$ cat config.mk
export PLATFORM = sky130hd
export DESIGN_NAME = instruction_fetch_unit
export DESIGN_NICKNAME = d
export VERILOG_FILES = /design/src/rtl/mips_pkg.sv /design/src/rtl/ifid_register.sv /design/src/rtl/instruction_fetch_unit.sv
export SDC_FILE = /design/constraint.sdc
export NUM_CORES = 1
export LEC_CHECK = 0
export ABC_AREA = 0
export CORE_AREA = 2 2 104 106
export CTS_CLUSTER_DIAMETER = 40
export DETAILED_ROUTE_END_ITERATION = 10
export DIE_AREA = 0 0 106 108
export GPL_TIMING_DRIVEN = 0
export PLACE_DENSITY = 0.85
export REMOVE_ABC_BUFFERS = 1
export SYNTH_ARGS = -nofsm -noshare
export SYNTH_HDL_FRONTEND = slang
export SYNTH_SLANG_ARGS = --single-unit
$ cat constraint.sdc
create_clock -name CLK -period 5.8 [get_ports CLK]
set_input_delay 1.16 -clock CLK [delete_from_list [all_inputs] [get_ports CLK]]
set_output_delay 1.16 -clock CLK [all_outputs]
set_load 0.1 [all_outputs]
$ cat src/rtl/mips_pkg.sv
// Shared MIPS pipeline definitions: HALT opcode, NOP encoding, fetch FSM states
// and the sequential PC increment.
package mips_pkg;

  localparam logic [5:0]  HALT_OPCODE = 6'b010101;
  localparam logic [31:0] NOP_INSTR   = 32'h0000_0000;
  localparam int          PC_INCR     = 4;

  typedef enum logic {
    FETCH_RUN    = 1'b0,
    FETCH_HALTED = 1'b1
  } fetch_state_e;

endpackage

$ cat src/rtl/ifid_register.sv
// IF/ID pipeline register: a bubble clears the instruction and valid bit while
// keeping PC+4, a load captures a new fetch, otherwise contents are held.
module ifid_register
  import mips_pkg::*;
#(
  parameter int PC_WIDTH    = 32,
  parameter int INSTR_WIDTH = 32
) (
  input  logic                   clk,
  input  logic                   rst_n,
  input  logic                   bubble,
  input  logic                   load,
  input  logic [INSTR_WIDTH-1:0] next_instr,
  input  logic [PC_WIDTH-1:0]    next_pc4,
  output logic [INSTR_WIDTH-1:0] instr,
  output logic [PC_WIDTH-1:0]    pc4,
  output logic                   valid
);

  // NOTE: clocked state uses non-blocking assignments so every flop samples
  // pre-edge values regardless of the order the blocks are evaluated in.
  always_ff @(posedge clk or negedge rst_n) begin
    if (!rst_n) begin
      instr <= INSTR_WIDTH'(NOP_INSTR);
      pc4   <= '0;
      valid <= 1'b0;
    end else if (bubble) begin
      instr <= INSTR_WIDTH'(NOP_INSTR);
      valid <= 1'b0;
    end else if (load) begin
      instr <= next_instr;
      pc4   <= next_pc4;
      valid <= 1'b1;
    end
  end

endmodule

$ cat src/rtl/instruction_fetch_unit.sv
// MIPS IF stage: PC register, IF/ID register and the RUN/HALTED fetch FSM.
// Optional single-step fetch is enabled by defining FETCH_STEP_EN.
module instruction_fetch_unit
  import mips_pkg::*;
#(
  parameter int                PC_WIDTH    = 32,
  parameter int                INSTR_WIDTH = 32,
  parameter logic [PC_WIDTH-1:0] RESET_PC  = '0
) (
  input  logic                   CLK,
  input  logic                   RESET,
  input  logic                   I_IF_PC_WRITE,
  input  logic                   I_IF_IFID_WRITE,
  input  logic                   I_IF_PC_SRC,
  input  logic [PC_WIDTH-1:0]    I_IF_BRANCH_TARGET,
  input  logic                   I_IF_FLUSH,
  input  logic [INSTR_WIDTH-1:0] I_IF_INSTR,
`ifdef FETCH_STEP_EN
  input  logic                   I_IF_STEP,
`endif
  output logic [PC_WIDTH-1:0]    O_IF_PC,
  output logic [INSTR_WIDTH-1:0] O_IFID_INSTR,
  output logic [PC_WIDTH-1:0]    O_IFID_PC4,
  output logic                   O_IFID_VALID,
  output logic                   O_IF_HALTED
);

  fetch_state_e          state, next_state;
  logic [PC_WIDTH-1:0]   pc, next_pc, pc_plus4;
  logic                  step;
  logic                  capture;
  logic                  halt_seen;
  logic                  ifid_bubble;

`ifdef FETCH_STEP_EN
  assign step = I_IF_STEP;
`else
  assign step = 1'b1;
`endif

  // Wraps modulo 2^PC_WIDTH; the low target bits are never masked.
  assign pc_plus4 = pc + PC_WIDTH'(PC_INCR);

  always_ff @(posedge CLK or negedge RESET) begin
    if (!RESET) begin
      state <= FETCH_RUN;
      pc    <= RESET_PC;
    end else begin
      state <= next_state;
      pc    <= next_pc;
    end
  end

  // NOTE: every combinational output is defaulted before the if-chain so that
  // no path leaves a signal unassigned, which would infer a latch.
  always_comb begin
    next_state  = state;
    next_pc     = pc;
    capture     = (state == FETCH_RUN) && !I_IF_FLUSH && !I_IF_PC_SRC &&
                  step && I_IF_IFID_WRITE;
    halt_seen   = capture && (I_IF_INSTR[INSTR_WIDTH-1 -: 6] == HALT_OPCODE);
    ifid_bubble = I_IF_FLUSH || I_IF_PC_SRC || (state == FETCH_HALTED) || !step;

    if (I_IF_PC_SRC) begin
      // A redirect wins over stall and HALTED: the HALT was on a wrong path.
      next_pc    = I_IF_BRANCH_TARGET;
      next_state = FETCH_RUN;
    end else if (state == FETCH_RUN) begin
      if (halt_seen) begin
        next_state = FETCH_HALTED;
      end else if (I_IF_PC_WRITE && step) begin
        next_pc = pc_plus4;
      end
    end
  end

  ifid_register #(
    .PC_WIDTH    (PC_WIDTH),
    .INSTR_WIDTH (INSTR_WIDTH)
  ) u_ifid (
    .clk        (CLK),
    .rst_n      (RESET),
    .bubble     (ifid_bubble),
    .load       (I_IF_IFID_WRITE),
    .next_instr (I_IF_INSTR),
    .next_pc4   (pc_plus4),
    .instr      (O_IFID_INSTR),
    .pc4        (O_IFID_PC4),
    .valid      (O_IFID_VALID)
  );

  assign O_IF_PC     = pc;
  assign O_IF_HALTED = (state == FETCH_HALTED);

endmodule
# Word-level counts from Yosys, hierarchy flattened
# Cells that the tools add are included.
# word_totals
reg_bits	98
input_bits	70
output_inout_bits	98
elab_cells	34
# classes
addsub	1
n_eq_ne	3
mux	11
bitwise_logic	2
n_reduce_logical	12
# op_table
cell	count
$mux 32	6
$add 32x3->32 const B	1
$eq 6x5->1 const B	1
$mux 1	5
$logic_and 1x1->1	4
$ne 2x2->1 const B	2
$reduce_bool 2->1	2
$reduce_and 3->1	1
$logic_not 1->1	2
$logic_or 1x1->1	2
$not 1->1	2
$reduce_and 2->1	1

# Logic depth before layout (Yosys ltp)
# logic_depth
word_depth	8
depth_mapped	7
depth_no_buf	5

# By module
# From an unflattened synthesis, not the netlist that was laid out.
# unflattened
cells_unflattened	493
hier_area_um2	5267.6
# by_module_without_submodules
module	instances	cells_per_inst	area_each_um2	seq_area_each_um2
ifid_register	1	176	2648.8	1626.6
instruction_fetch_unit	1	317	2618.8	825.8

# Worst setup path before layout
# OpenSTA, ideal clock, no wires.
# synth_timing
path_type	register -> register
startpoint	reg pc[2], in the netlist O_IF_PC[2]
endpoint	reg pc[30], in the netlist O_IF_PC[30]
setup_time_ps	82
t_arrival_ps	2879
t_required_ps	5718
path_slack_ps	2839
path_stages_with_launch	7
n_path_buf	1
period_less_slack_ps	2961
path_cell_list	dfrtp_1 -> ha_1 -> nand4_2 -> or4_4 -> buf_6 -> or4_1 -> a31oi_1
# synth_between
elab_chain_len	5
# synth_rtl
element	line	text
start: declaration	instruction_fetch_unit.sv:29	logic [PC_WIDTH-1:0] pc, next_pc, pc_plus4;
start signal: assignment	instruction_fetch_unit.sv:50	pc <= next_pc;
$add 32x3->32	instruction_fetch_unit.sv:42	assign pc_plus4 = pc + PC_WIDTH'(PC_INCR);
$mux 32	instruction_fetch_unit.sv:71	end else if (I_IF_PC_WRITE && step) begin
$mux 32	instruction_fetch_unit.sv:69	if (halt_seen) begin
$mux 32	instruction_fetch_unit.sv:68	end else if (state == FETCH_RUN) begin
$mux 32	instruction_fetch_unit.sv:64	if (I_IF_PC_SRC) begin
# Every way passes these cells. The select of a mux whose other input is x is not followed.
# A chain may end at the register's enable or synchronous reset.

# Worst setup path in the final report
# layout_timing
startpoint	in I_IF_IFID_WRITE
endpoint	reg pc[11], in the netlist O_IF_PC[11]
# layout_between
elab_chain_len	4
# layout_rtl
element	line	text
start: declaration	instruction_fetch_unit.sv:13	input logic I_IF_IFID_WRITE,
$logic_and 1x1->1	instruction_fetch_unit.sv:60	step && I_IF_IFID_WRITE;
$logic_and 1x1->1	instruction_fetch_unit.sv:61	halt_seen = capture && (I_IF_INSTR[INSTR_WIDTH-1 -: 6] == HALT_OPCODE);
$ne 2x2->1 (no source line)	-	
$reduce_and 3->1 (no source line)	-	
# Every way passes these cells.

==> summary by stage <==
Die
The row count is 37. The I/O pin total is 168. The die outline height is 108 µm.

From left edge to right edge, the die measures 106 µm. The floorplan step defined a die boundary enclosing 11400 µm². The core region is 10200 µm². Once the floorplan was initialized, standard cells occupied 49.0% of the core.

Setup path
For this run, the slowest stage of the critical path takes 0.94 ns. The signal arrival time at the worst endpoint is 4.12 ns. STA classifies the critical path startpoint as an input port. The critical-path cell with the highest stage delay is nor4b_4. Of all nets on the critical path, the largest fanout is 41. For the worst setup path, the data required time is 6.04 ns. In this run the critical register-to-register path is captured at O_IF_PC[11]$_DFFE_PN0P_. The critical path in this run is classified as in -> reg. The number of buffers and inverters on the critical path is 1. STA classifies the critical path endpoint as a register. The critical path goes through buf_2 -> nor4b_4 -> a31o_2 -> nor3_1 -> a221o_1.

Measured in cells, the most critical reg-to-reg path has a length of 4. For flop-to-flop paths, the worst setup slack is 3.12 ns. Broken down by cell family, the worst path's largest delay share belongs to compound AO/OA/AOI/OAI gates.

The startpoint of the worst-slack reg-to-reg timing path is O_IF_HALTED$_DFF_PN0_.

Placement
Counting tap cells, the placed design contains a total of 792 instances. Detailed placement ended at an HPWL of 10200 µm. The global placer's final weighted congestion is 0.803. The count of input and output buffers is 167.

Hold path
In this run the worst hold path is classified as reg -> reg. The startpoint of the worst hold path is u_ifid.pc4[29]$_DFFE_PN0P_. The hold-critical path depth is 2.

For hold timing, the worst endpoint is u_ifid.pc4[29]$_DFFE_PN0P_.

Finish
The number of nets in the final layout is 738. Summing all multi-input logic gate instances after layout gives 2350 µm². The top cell types in the final layout, fill and taps aside, are clkdlybuf4s50_1, dfrtp_1, nor2_1. The flip-flop and latch area is 2450 µm².

Leaving out fill and tap cells, the most frequent cell in the layout is clkdlybuf4s50_1. 0 antenna diodes ended up in the layout. The utilization after layout is 67.5%. The final-layout fill cell count is 799.

After the flow finishes, the layout carries non-filler instances totaling 808. The area added between synthesis and finish is 37.7%. The ratio of cells with drive above 1 in the final layout is 4.76%.

Yosys
The number of flops mapped to enable cells by yosys is 0. The main combinational cell family by area after synthesis is simple AND/OR/NAND/NOR gates. For this run, the leading register cell type out of synthesis is dfrtp_1. The share of the synthesized area in compound gates (AO/OA/AOI/OAI) is 13.2%. The xor/xnor share of the synthesized area is 2.62%. The number of distinct library cells after synthesis is 48. By area the synthesized netlist is led by dfrtp_1, mux2i_1, nor2_1. For this run, the number of Yosys warnings is 0. After synthesis the netlist holds a flip-flop and latch count of 98. Sequential cells were found to cover 48.9% of the synthesized design area.

The top cell type by area accounts for 48.9% of the synthesized area. The per-instance average area after synthesis is 9.44 µm². Multiplexer cells account for 7.04% of the synthesized area. The area share of fa/ha/maj cells after synthesis is 0.250%.

Of all cell types, the one taking the most synthesized area is dfrtp_1. The synthesized area is 5010 µm². The share of synthesized flip-flops with an asynchronous set or reset is 100%. Of the total synthesized cell area, the portion taken by AND, OR, NAND and NOR gates is 23.5%. Synthesis handed over a netlist of 531 instances.

Clock tree
The clock tree synthesis step divided the H-tree into 3 levels. The clock transition at the registers of the reported paths is 0.09 ns. The number of buffers inserted by post-CTS setup repair is 0.

Counting every sink on the clock net gives 98. The worst-case clock buffer depth is 2. Clock tree synthesis selected as its root buffer the cell clkbuf_8. The TritonCTS clock tree is built. In this run, CTS created clock tree buffers numbering 9. The number of hold buffers added after CTS was 0. At the later pin of the worst-skew pair, clock insertion delay measures 0.36 ns.

The post-cts resize count is 0.

Detailed routing
The total number of vias is 4673. The detailed-router iteration count before antenna repair is 5. The routed design has 14300 µm of wire. Dividing the detail-routed wire length by the instance count gives 17.7 µm.

Using the TritonRoute via totals, the vias-per-cell ratio works out to 5.78. For this run, design rule violations remaining after detail routing come to 0. The detail route stage leaves a number of antenna-violating nets equal to 0. The detailed router's first-iteration violation count is 363.

Run
Across the run, the number of max-cap violations was 0.

Timing
The achievable frequency is 258 MHz. The hold violation count in the final report is 0. Setup repair after global routing left no endpoint under its margin.

The worst setup skew after layout is 0.0106 ns. The slew at the pin closest to its max-slew limit is 1.16 ns. Measured against its own limit, the worst slew margin works out to 22.8%. For the finished layout, the period the worst path requires is 3.88 ns. The count of pins over their slew limit is 0. The setup-violating endpoint count in the final report is 0. In the finished design, the share of the clock period the worst path needs comes to 66.8%.

Power and ir drop
Per report_power, the sequential group accounts for 37.7% of the total. The clock group share of total power is 20.8%. Combinational logic burns 41.5% of the power. The analysis attributes to cell leakage a power of 2.82 nW. Summing internal, switching and leakage power gives 0.00220 W. The internal power is 0.00120 W. Net switching is 45.3% of the power.

The worst voltage drop across the vdd grid is 0.195 mV. The power per standard cell area is 318 nW/µm². For this design the total switching power over the nets is 0.000994 W.

Global route
The wire length of the first global-routing pass is 22700 µm. The initial antenna violation count is 0. Entering global routing, the biggest net connects 56 pins. The number of global-route vias before repair came to 4493.

The total congestion overflow after global routing is 0. Global routing consumed, over all layers together, 25.0% of the routing resources.

Outcome
The flow ran to the end, and the final reports show no timing, DRC or antenna violations.
[power groups by stage]
stage	Combinational [W]	Sequential, W	Clock [W]
floorplan	0.000127	0.00135	0
global placement	0.000903	0.000835	0
detailed placement	0.000914	0.000839	0
CTS	0.000916	0.000826	0.000464
global route	0.000947	0.000837	0.000490
finish	0.000912	0.000827	0.000457
[per-stage QoR]
| step | setup slack [ns] | cell area (µm²) | hold WS (ns) | setup TNS [ns] |
|---|---|---|---|---|
| 2_1_floorplan | 1.55 | 4820 | 0.864 | 0 |
| 3_3_place_gp | -1.73 | 6660 | 0.461 | -36.23 |
| 3_5_place_dp | 1.56 | 6700 | 0.475 | 0 |
| 4_1_cts | 1.94 | 6910 | 0.496 | 0 |
| 5_1_grt | 1.71 | 6910 | 0.525 | 0 |
| 6_report | 1.92 | 6910 | 0.491 | 0 |
[area by class of cell]
type / instances / share of cell area [%]
Clock buffer: 11 / 2.19
Clock inverter: 5 / 0.761
Inverter: 7 / 0.380
Multi-Input combinational cell: 381 / 34.0
Sequential cell: 98 / 35.5
Tap cell: 136 / 2.46
Timing Repair Buffer: 170 / 24.7
[routing by layer]
metal  share of wire [%]  vias to the layer above  GRT usage, %
li1                    -                     2208             -
met1                  43                     2242          33.8
met2                  49                      208          42.7
met3                 6.6                       15          3.62
met4                 1.2                        0          6.77
met5                   0                        -             0
[state kept, by name, indices dropped and copies added (netlist names)]
signal,flops
O_IF_PC,32
u_ifid.instr,32
u_ifid.valid,1
u_ifid.pc4,32
O_IF_HALTED,1
[worst min-delay path: stages, from the launching register on]
cell and delay, ns:
dfrtp_1 0.35, nand2_1 0.05, nand3_1 0.06
[worst max path at each step]
stage                     from                      end  slack, ns  cells past startpoint
5_1_grt        I_IF_IFID_WRITE  O_IF_PC[27]$_DFFE_PN0P_       1.71                      5
3_5_place_dp   I_IF_IFID_WRITE  O_IF_PC[11]$_DFFE_PN0P_       1.56                      5
3_3_place_gp   I_IF_IFID_WRITE  O_IF_PC[23]$_DFFE_PN0P_      -1.73                      5
4_1_cts        I_IF_IFID_WRITE  O_IF_PC[11]$_DFFE_PN0P_       1.94                      5
6_report       I_IF_IFID_WRITE  O_IF_PC[11]$_DFFE_PN0P_       1.92                      5
2_1_floorplan      I_IF_PC_SRC  O_IF_PC[23]$_DFFE_PN0P_       1.55                      4
[cells by family (layout without fill, tap and decap cells)]
kind of cell	Yosys count	after routing
AO/OA/AOI/OAI	97	97
XOR/XNOR	15	15
adder cells (fa/ha/maj)	1	1
buffers and inverters	52	193
flip-flops	98	98
multiplexers	35	35
AND/OR/NAND/NOR	233	233
[synth_stat cells (all sizes together) (5+ instances only)]
cell type / instances
dfrtp: 98
nor2: 74
nand2: 54
mux2i: 33
o21ai: 31
clkbuf: 27
a31oi: 25
nand3: 25
or3: 19
buf: 18
or4: 18
nand4: 11
xnor2: 10
nor3: 9
o31ai: 8
a221o: 7
inv: 7
nor4: 6
o311a: 5
xor2: 5
(Power assumes the default switching activity.)
==> patch, RTL diff (same flow settings) <==
Build with the macro `FETCH_STEP_EN` defined.
--- a/src/rtl/instruction_fetch_unit.sv
+++ b/src/rtl/instruction_fetch_unit.sv
@@ -1,5 +1,7 @@
 // MIPS IF stage: PC register, IF/ID register and the RUN/HALTED fetch FSM.
 // Optional single-step fetch is enabled by defining FETCH_STEP_EN.
+`define FETCH_STEP_EN
+
 module instruction_fetch_unit
   import mips_pkg::*;
 #(
Ports: changed (added I_IF_STEP); port bits go from 168 to 169. The function was not compared with the original's and may differ.
==> patch against the unedited design <==
- sequential cell count stayed put
- total power rose by 3.8%
- worst hold slack worse by 0.0022 ns
- worst setup slack better by 0.38 ns
- via count is 11% lower
- sequential power about the same
- cell area down 0.42%
- wire length is 8.2% lower
- area after synthesis fell by 3.0%
==> patch: results (changes against the unedited design) <==
Run status = finished, final reports clean
Worst Path Arrival = 3.73 ns (-0.39 ns)
Synth Area in Compound Gates = 0.0623 (-0.0700)
CP Max Fanout = 33 (-20%)
Via count = 4147 (-11%)
Flop2flop setup slack = 3.25 ns (+0.13 ns)
Wire length per cell = 16.8 um (-4.7%)
Slowest stage cell, crit path = nand4_1
Dpl hpwl = 9.53 mm (-6.9%)
Top cells by count, synth = 98 x dfrtp_1, 71 x nand2_1, 48 x nor2_1, 43 x o21ai_0, 33 x mux2i_1
Max IR drop VDD = 0.236 mV (+21%)
End point of the critical path = O_IF_PC[3]$_DFFE_PN0P_
Hold Worst Slack = 0.489 ns (-0.00223 ns)
Fillcell total = 822 (+2.9%)
Synth cell types = 41 (-15%)
Mapped Cells = 493 (-7.2%)
Met2 Track Usage GR = 0.418 (-0.00829)
Final GP Congestion = 0.825 (+2.7%)
Sequential share of the synthesized area = 0.504 (+0.0154)
Vias in the first global route = 4246 (-5.5%)
GRT Total Usage = 0.237 (-0.0133)
GR Util met3 = 0.0307 (-0.00542)
Total Nets Final = 709 (-3.9%)
Worst R2R Path Depth = 5 (+1)
Global-route wire length before repair = 21.3 mm (-6.3%)
Drt pass-1 iters = 4 (-1)
HP Start = u_ifid.pc4[26]$_DFFE_PN0P_
Crit-path max cell delay = 0.73 ns (-0.21 ns)
Largest net degree at the start of global routing = 74 (+32%)
Final std cells w/o fill = 778 (-3.7%)
Area of placed instances = 6630 sq um (-1.1%)
Mux share of post-synthesis cell area = 0.0865 (+0.0161)
Adder-Cell Fraction of Synth Area = 0.00257 (+0.0000783)
Xor/xnor share of the synthesized area = 0.0973 (+0.0711)
[patch: where the power goes]
| part | switching (mW) | internal [mW] |
|---|---|---|
| Combinational | 0.678 | 0.229 |
| Sequential | 0.0700 | 0.755 |
| Clock | 0.238 | 0.309 |
[patch: cell families after synthesis]
family	Yosys count
flip-flops	98
buffers and inverters	41
AND/OR/NAND/NOR	199
XOR/XNOR	54
AO/OA/AOI/OAI	59
multiplexers	41
adder cells (fa/ha/maj)	1
[patch: final cells by class]
class | instances | share of cell area
inverter | 2 | 0.00109
tap | 136 | 0.0247
clock inverter | 5 | 0.0146
sequential | 98 | 0.356
timing repair buffer | 172 | 0.256
clock buffer | 11 | 0.0220
multi-input combinational | 354 | 0.325
[patch: layer usage]
| layer | vias up | routed length [um] |
|---|---|---|
| met5 | - | 0 |
| met4 | 0 | 298 |
| met3 | 27 | 538 |
| met2 | 125 | 6720 |
| met1 | 2023 | 5550 |
| li1 | 1972 | - |
